$ cat src/rtl/fft_pingpong_mem.sv
// fft_pingpong_mem: self-sequencing ping-pong bank storage and twiddle ROM for a radix-2 DIT FFT
// Ports: i_start/i_load_* take N natural-order samples (o_load_ready while loading);
// o_even/o_odd/o_twi with o_bfly_valid present butterfly operands; i_wb_valid with i_top/i_bot
// return results in issue order; o_out_* with o_out_index/o_out_valid/o_done stream the spectrum;
// o_stage, o_busy and the sticky o_err report progress and protocol violations.
module fft_pingpong_mem #(
  parameter int N = 8,
  parameter int I = 4,
  parameter int F = 12,
  localparam int W = I + F,
  localparam int LOGN = $clog2(N)
) (
  input  logic            clk,
  input  logic            rst,
  input  logic            i_start,
  input  logic            i_load_valid,
  input  logic [W-1:0]    i_load_re,
  input  logic [W-1:0]    i_load_im,
  output logic            o_load_ready,
  output logic [W-1:0]    o_even_re,
  output logic [W-1:0]    o_even_im,
  output logic [W-1:0]    o_odd_re,
  output logic [W-1:0]    o_odd_im,
  output logic [W-1:0]    o_twi_re,
  output logic [W-1:0]    o_twi_im,
  output logic            o_bfly_valid,
  input  logic            i_wb_valid,
  input  logic [W-1:0]    i_top_re,
  input  logic [W-1:0]    i_top_im,
  input  logic [W-1:0]    i_bot_re,
  input  logic [W-1:0]    i_bot_im,
  output logic [W-1:0]    o_out_re,
  output logic [W-1:0]    o_out_im,
  output logic [LOGN-1:0] o_out_index,
  output logic            o_out_valid,
  output logic [LOGN-1:0] o_stage,
  output logic            o_busy,
  output logic            o_done,
  output logic            o_err
);
  localparam logic [1:0] S_IDLE = 2'd0, S_LOAD = 2'd1, S_STAGE = 2'd2, S_UNLD = 2'd3;
  localparam int TB = LOGN - 1;
  localparam logic [LOGN-1:0] HALF = LOGN'(N / 2);
  localparam logic [LOGN-1:0] LAST = LOGN'(N - 1);
  localparam logic [LOGN-1:0] SLAST = LOGN'(LOGN - 1);

  function automatic logic [N*W-1:0] mk_rom();
    logic [N*W-1:0] r;
    real a;
    r = '0;
    for (int m = 0; m < N / 2; m++) begin
      a = 2.0 * 3.14159265358979323846 * m / N;
      r[m*2*W +: 2*W] = {W'(int'($cos(a) * (2.0 ** F))), W'(int'(-$sin(a) * (2.0 ** F)))};
    end
    return r;
  endfunction

  localparam logic [N*W-1:0] ROM = mk_rom();

  // even address of butterfly k in stage s: insert a zero at bit s of k
  function automatic logic [LOGN-1:0] ev_addr(input logic [LOGN-1:0] k, input logic [LOGN-1:0] s);
    logic [LOGN-1:0] m;
    m = (LOGN'(1) << s) - LOGN'(1);
    return ((k >> s) << (s + LOGN'(1))) | (k & m);
  endfunction

  function automatic logic [LOGN-1:0] bitrev(input logic [LOGN-1:0] x);
    logic [LOGN-1:0] r;
    for (int b = 0; b < LOGN; b++) r[b] = x[LOGN-1-b];
    return r;
  endfunction

  logic [1:0]      st_q, st_d, rv_q;
  logic [LOGN-1:0] cnt_q, k_rd_q, k_wr_q, stage_q, bot_addr_q, un_idx_q, out_idx_q;
  logic [LOGN-1:0] raddr, wa, ev_rd, ev_wr, hbit;
  logic [TB-1:0]   tw_q, tw_idx;
  logic            ph_q, src_q, bot_pend_q, un_v_q, bfly_v_q, out_v_q, done_q, err_q;
  logic [2*W-1:0]  bank_a [N];
  logic [2*W-1:0]  bank_b [N];
  logic [2*W-1:0]  ra_q, rb_q, rd, wd, bot_q, ev_hold_q, even_q, odd_q, twi_q, out_q;
  logic            issue, ld_acc, acc, wb_err, stg_end, busy, start_ok, we_a, we_b;

  always_comb begin
    hbit = LOGN'(1) << stage_q;
    ev_rd = ev_addr(k_rd_q, stage_q);
    ev_wr = ev_addr(k_wr_q, stage_q);
    issue = st_q == S_STAGE && k_rd_q != HALF;
    tw_idx = TB'((k_rd_q & (hbit - LOGN'(1))) << (SLAST - stage_q));
    raddr = st_q == S_UNLD ? cnt_q : (ph_q ? ev_rd | hbit : ev_rd);
    rd = src_q ? rb_q : ra_q;
    ld_acc = st_q == S_LOAD && i_load_valid;
    // one writeback per two cycles: the cycle after an accept is reserved for the held bot write
    acc = i_wb_valid && st_q == S_STAGE && k_wr_q != HALF && !bot_pend_q;
    wb_err = i_wb_valid && !acc;
    stg_end = st_q == S_STAGE && k_rd_q == HALF && k_wr_q == HALF && bot_pend_q;
    // the output pipeline still drains for two cycles after the last unload read
    busy = st_q != S_IDLE || un_v_q || out_v_q;
    start_ok = i_start && !busy;
    wa = ld_acc ? bitrev(cnt_q) : (acc ? ev_wr : bot_addr_q);
    wd = ld_acc ? {i_load_re, i_load_im} : (acc ? {i_top_re, i_top_im} : bot_q);
    we_a = !rst && (ld_acc || ((acc || bot_pend_q) && src_q));
    we_b = !rst && (acc || bot_pend_q) && !src_q;
    st_d = start_ok ? S_LOAD :
           (ld_acc && cnt_q == LAST) ? S_STAGE :
           (stg_end && stage_q == SLAST) ? S_UNLD :
           (st_q == S_UNLD && cnt_q == LAST) ? S_IDLE : st_q;
  end

  always_ff @(posedge clk) begin
    if (we_a) bank_a[wa] <= wd;
    if (we_b) bank_b[wa] <= wd;
    ra_q <= bank_a[raddr];
    rb_q <= bank_b[raddr];
  end

  always_ff @(posedge clk) begin
    if (rst) begin
      st_q <= S_IDLE;
      cnt_q <= '0;
      k_rd_q <= '0;
      k_wr_q <= '0;
      stage_q <= '0;
      ph_q <= 1'b0;
      src_q <= 1'b0;
      bot_pend_q <= 1'b0;
      bot_q <= '0;
      bot_addr_q <= '0;
      rv_q <= '0;
      tw_q <= '0;
      ev_hold_q <= '0;
      bfly_v_q <= 1'b0;
      even_q <= '0;
      odd_q <= '0;
      twi_q <= '0;
      un_v_q <= 1'b0;
      un_idx_q <= '0;
      out_v_q <= 1'b0;
      out_q <= '0;
      out_idx_q <= '0;
      done_q <= 1'b0;
      err_q <= 1'b0;
    end else begin
      st_q <= st_d;
      cnt_q <= cnt_q + LOGN'(ld_acc || st_q == S_UNLD);
      k_rd_q <= stg_end ? '0 : k_rd_q + LOGN'(issue && ph_q);
      ph_q <= ph_q ^ issue;
      k_wr_q <= stg_end ? '0 : k_wr_q + LOGN'(acc);
      stage_q <= st_q == S_LOAD ? '0 : stage_q + LOGN'(stg_end && stage_q != SLAST);
      src_q <= st_q == S_LOAD ? 1'b0 : src_q ^ stg_end;
      bot_pend_q <= acc;
      if (acc) begin
        bot_q <= {i_bot_re, i_bot_im};
        bot_addr_q <= ev_wr | hbit;
      end
      rv_q <= {rv_q[0], issue && !ph_q};
      if (issue && !ph_q) tw_q <= tw_idx;
      if (rv_q[0]) ev_hold_q <= rd;
      bfly_v_q <= rv_q[1];
      if (rv_q[1]) begin
        even_q <= ev_hold_q;
        odd_q <= rd;
        twi_q <= ROM[int'(tw_q)*2*W +: 2*W];
      end
      un_v_q <= st_q == S_UNLD;
      un_idx_q <= cnt_q;
      out_v_q <= un_v_q;
      if (un_v_q) begin
        out_q <= rd;
        out_idx_q <= un_idx_q;
      end
      done_q <= un_v_q && un_idx_q == LAST;
      err_q <= !start_ok && (err_q || wb_err);
    end
  end

  assign o_load_ready = st_q == S_LOAD;
  assign {o_even_re, o_even_im} = even_q;
  assign {o_odd_re, o_odd_im} = odd_q;
  assign {o_twi_re, o_twi_im} = twi_q;
  assign o_bfly_valid = bfly_v_q;
  assign {o_out_re, o_out_im} = out_q;
  assign o_out_index = out_idx_q;
  assign o_out_valid = out_v_q;
  assign o_stage = stage_q;
  assign o_busy = busy;
  assign o_done = done_q;
  assign o_err = err_q;
endmodule

$ cat config.mk
export PLATFORM = sky130hd
export DESIGN_NAME = fft_pingpong_mem
export DESIGN_NICKNAME = d
export VERILOG_FILES = /design/src/rtl/fft_pingpong_mem.sv
export SDC_FILE = /design/constraint.sdc
export NUM_CORES = 1
export LEC_CHECK = 0
export ABC_AREA = 1
export ABC_CLOCK_PERIOD_IN_PS = 3900
export CORE_UTILIZATION = 52
export CTS_CLUSTER_DIAMETER = 40
export DETAILED_ROUTE_END_ITERATION = 10
export HOLD_SLACK_MARGIN = 0.06
export PLACE_DENSITY = 0.75
export SLEW_MARGIN = 20
export SYNTH_ARGS = -nofsm -noshare
export SYNTH_HDL_FRONTEND = slang
export SYNTH_SLANG_ARGS = --single-unit
$ cat constraint.sdc
create_clock -name clk -period 3.9 [get_ports clk]
set_input_delay 0.585 -clock clk [delete_from_list [all_inputs] [get_ports clk]]
set_output_delay 0.585 -clock clk [all_outputs]
set_load 0.02 [all_outputs]
==> run_results.csv <==
group,metric,value,unit
global_route,number_of_global_route_vias_before_repair,22100,
place,dp_worst_setup_slack,0.392,ns
global_route,initial_antenna_violation_count,2,
drt,initialDrtViolationCount,2451,
setup_path,critical_path.endpoint,"bank_a[5][8]",
setup_path,worst_reg2reg_endpoint,"bank_a[5][8]",
die,standard_cell_core_area,58000,µm²
cells_and_area,fillers,4273,
timing,final.setup.tns,0,ns
drt,post-route-drc-count,0,
drt,total_wire_length,81200,µm
setup_path,timing.reg2reg.setup_slack,0.68,ns
setup_path,critPathCaptureType,"flip-flop",
timing,drv_slew,0,
timing,setup_violations,0,
cells_and_area,mostFrequentLayoutCell,"sky130_fd_sc_hd__nand3_1",
timing,worst_pin_slew,1.10,ns
cells_and_area,layout-area-overhead-vs-synth,21.6,%
timing,achievable-frequency,311,MHz
cells_and_area,most-common-layout-cells,"sky130_fd_sc_hd__nand3_1 (659), sky130_fd_sc_hd__nand2_1 (571), sky130_fd_sc_hd__edfxtp_1 (512), sky130_fd_sc_hd__nor2_1 (335), sky130_fd_sc_hd__dfxtp_1 (263)",
die,row_count,88,
drt,detailroute.via_count,23100,
setup_path,setup.worst_path.class,"reg2reg",
setup_path,critical_path.startpoint,"o_stage[1]",
setup_path,critical_path_required,4.19,ns
cts,cts_htree_levels,3,
place,detailedPlacementHpwl,48700,µm
global_route,global_route.usage.total,27.1,%
synth,synth_cells,3010,
worst_hold_path,hold_class,"reg2reg",
power,power_density,492,nW/µm²
setup_path,worst-r2r-cell-count,10,
power,ir_worst_vdd,0.312,mV
power,p_leak,14.8,nW
synth,yosysWarningCount,0,
cells_and_area,final_cell_area,37400,µm²
setup_path,critical_path.slowest_cell,"sky130_fd_sc_hd__dfxtp_1",
timing,layout_worst_path_cycle_share,82.6,%
cells_and_area,layout.core_utilization,64.4,%
outcome,status,"finished clean",
setup_path,critical_path.reg2reg.startpoint,"o_stage[1]",
synth,synth.area.top_cells,"sky130_fd_sc_hd__edfxtp_1 (50%), sky130_fd_sc_hd__dfxtp_1 (17%), sky130_fd_sc_hd__nand3_1 (11%), sky130_fd_sc_hd__nand2_1 (7.0%), sky130_fd_sc_hd__nor2_1 (4.3%)",
cts,clock_tree_from_tritoncts,"done",
synth,synth_seq_area_share,67.3,%
setup_path,critical_path.max_stage_delay,0.48,ns
drt,routedWlPerCell,20.0,µm
setup_path,timing.critical_path.from_type,"flip-flop",
die,ioPinCount,241,
global_route,grt_remaining_overflow,0,
drt,drt_pass1_iterations,9,
timing,final-hold-violation-count,0,
place,port_buffers,228,
drt,via_per_inst,5.68,
cells_and_area,finalNetCount,3333,
timing,fin_ws,0.680,ns
place,globalplace.congestion,0.882,
cells_and_area,final_layout_size_suffix_gt1_share,9.10,%
die,die-area,60100,µm²
setup_path,path_depth,10,
die,die_w,245,µm
drt,antenna_left,0,
setup_path,cp_top_family,"simple AND/OR/NAND/NOR gates",
synth,netlist.area_leader.share,50.0,%
synth,netlist-cell-type-count,30,
cts,cts_sinks,776,
cts,clock_slew_at_the_register_clock_pins_of_the_worst_setup_and_hold_paths,0.06,ns
synth,syn-cell-area,30700,µm²
die,die_y,245,µm
cts,clk_path_buf_depth,3,
cts,postcts_resize_cnt,0,
timing,final_period_minus_worst_setup_slack,3.22,ns
flow_run,cap_violations,0,
timing,clock-skew-final,0.0246,ns
setup_path,crit_arrival,3.51,ns
synth,synth_seq_cells,776,
synth,syn_avg_cell_area,10.2,µm²
cts,cts_root_buffer,"sky130_fd_sc_hd__clkbuf_16",
cts,cts_post_setup_buffers_inserted,0,
setup_path,worst-path-max-fanout,23,
setup_path,cp_cell_sequence,"inv_1 > ha_1 > nor2_2 > inv_2 > o21ai_0 > nand2_1 > a21oi_1 > nand3_1 > nor2_4 > buf_4",
timing,max-slew-margin-rel,26.7,%
cts,clock_latency,0.66,ns
die,initial_utilization,52.9,%
timing,whs,0.439,ns
global_route,first_pass_grt_wire_length,125000,µm
cts,cts_inserted_buffers,96,
place,place_area,34000,µm²
global_route,maximum_number_of_pins_on_one_net_before_global_route_repair,129,
synth,synth.largest_area_cell,"sky130_fd_sc_hd__edfxtp_1",
timing,rsz0062_at_grt,"no",
cts,cts_hold_repair.buffers,0,
setup_path,worstPathBufferInverterCount,3,
layer usage:
layer	vias up	wire (µm)	track usage [%]	part of all wire (%)
met5	-	13	0	0.016
met4	2	2890	11.6	3.6
met3	192	7240	4.90	8.9
met2	1183	39300	44.7	48
met1	11000	31800	35.0	39
li1	10700	-	-	-
logic make-up after synthesis:
| group | share of synthesized area (%) |
|---|---|
| buffers and inverters | 5.38 |
| XOR/XNOR | 0.143 |
| adder cells (fa/ha/maj) | 0.733 |
| AND/OR/NAND/NOR | 22.4 |
| AO/OA/AOI/OAI | 4.04 |
| other | 0.0122 |
| flip-flops | 67.3 |
worst reg2reg max path, stage by stage, from the launching register on:
cell,delay (ns)
sky130_fd_sc_hd__dfxtp_1,0.48
sky130_fd_sc_hd__inv_1,0.13
sky130_fd_sc_hd__ha_1,0.34
sky130_fd_sc_hd__nor2_2,0.17
sky130_fd_sc_hd__inv_2,0.07
sky130_fd_sc_hd__o21ai_0,0.23
sky130_fd_sc_hd__nand2_1,0.15
sky130_fd_sc_hd__a21oi_1,0.42
sky130_fd_sc_hd__nand3_1,0.31
sky130_fd_sc_hd__nor2_4,0.17
sky130_fd_sc_hd__buf_4,0.41
report_power, final:
| part | switching [mW] | internal (mW) | leakage (nW) |
|---|---|---|---|
| sequential | 0.00736 | 8.79 | 6.83 |
| combinational | 0.263 | 0.148 | 6.30 |
| clock | 3.61 | 5.56 | 1.64 |
worst min-delay path by stage:
stage	startpoint	end	cells after the start	slack, ns
floorplan	un_idx_q[1]	o_done	2	0.42
global placement	un_idx_q[0]	o_done	2	0.44
detailed placement	un_idx_q[0]	o_done	2	0.44
CTS	un_idx_q[0]	o_done	2	0.44
global route	un_idx_q[0]	o_done	2	0.46
finish	un_idx_q[0]	o_done	2	0.44
cells in the mapped netlist:
cell	number
sky130_fd_sc_hd__nor4_1	2
sky130_fd_sc_hd__buf_2	89
sky130_fd_sc_hd__ha_1	18
sky130_fd_sc_hd__xnor2_1	4
sky130_fd_sc_hd__xor2_1	1
sky130_fd_sc_hd__dfxtp_1	264
sky130_fd_sc_hd__a21oi_1	54
sky130_fd_sc_hd__nor3_1	1
sky130_fd_sc_hd__inv_2	3
sky130_fd_sc_hd__nand2_1	575
sky130_fd_sc_hd__o21ai_2	1
sky130_fd_sc_hd__buf_4	39
sky130_fd_sc_hd__conb_1	1
sky130_fd_sc_hd__edfxtp_1	512
sky130_fd_sc_hd__nor3_4	1
sky130_fd_sc_hd__a22oi_4	1
sky130_fd_sc_hd__clkbuf_1	92
sky130_fd_sc_hd__a31oi_1	35
sky130_fd_sc_hd__nand4_1	6
sky130_fd_sc_hd__or2_2	2
sky130_fd_sc_hd__buf_1	8
sky130_fd_sc_hd__nor2_1	352
sky130_fd_sc_hd__clkinv_1	3
sky130_fd_sc_hd__nand2b_1	1
sky130_fd_sc_hd__nor2_2	1
sky130_fd_sc_hd__nand3_1	659
sky130_fd_sc_hd__inv_1	138
sky130_fd_sc_hd__o21ai_0	142
sky130_fd_sc_hd__nand2_2	3
sky130_fd_sc_hd__o21ai_1	2
through the flow:
step | instances | total power, mW
2_1_floorplan | 3021 | 9.13
3_3_place_gp | 3881 | 9.36
3_5_place_dp | 3881 | 9.37
4_1_cts | 4061 | 18.5
5_1_grt | 4061 | 18.9
6_report | 4062 | 18.4
layout make-up:
type | count | area [µm²] | area share, %
Antenna cell | 1 | 2.50 | 0.00670
Clock buffer | 111 | 2560 | 6.86
Clock inverter | 69 | 815 | 2.18
Inverter | 144 | 542 | 1.45
Multi-Input combinational cell | 1873 | 8620 | 23.1
Sequential cell | 776 | 20700 | 55.3
Tap cell | 765 | 957 | 2.56
Timing Repair Buffer | 323 | 3190 | 8.55
state kept, by name (all words and copies together), names as in the netlist, 2 cells and up:
| register | flops |
|---|---|
| cnt_q | 3 |
| rb_q | 32 |
| twi_q | 5 |
| k_wr_q | 3 |
| out_q | 32 |
| st_q | 2 |
| tw_q | 2 |
| un_idx_q | 3 |
| o_out_index | 3 |
| odd_q | 32 |
| even_q | 32 |
| ev_hold_q | 32 |
| bank_a | 256 |
| bot_q | 32 |
| rv_q | 2 |
| bank_b | 256 |
| k_rd_q | 3 |
| ra_q | 32 |
| bot_addr_q | 3 |
| o_stage | 3 |
Note: power is estimated with default switching activity, not from simulation.
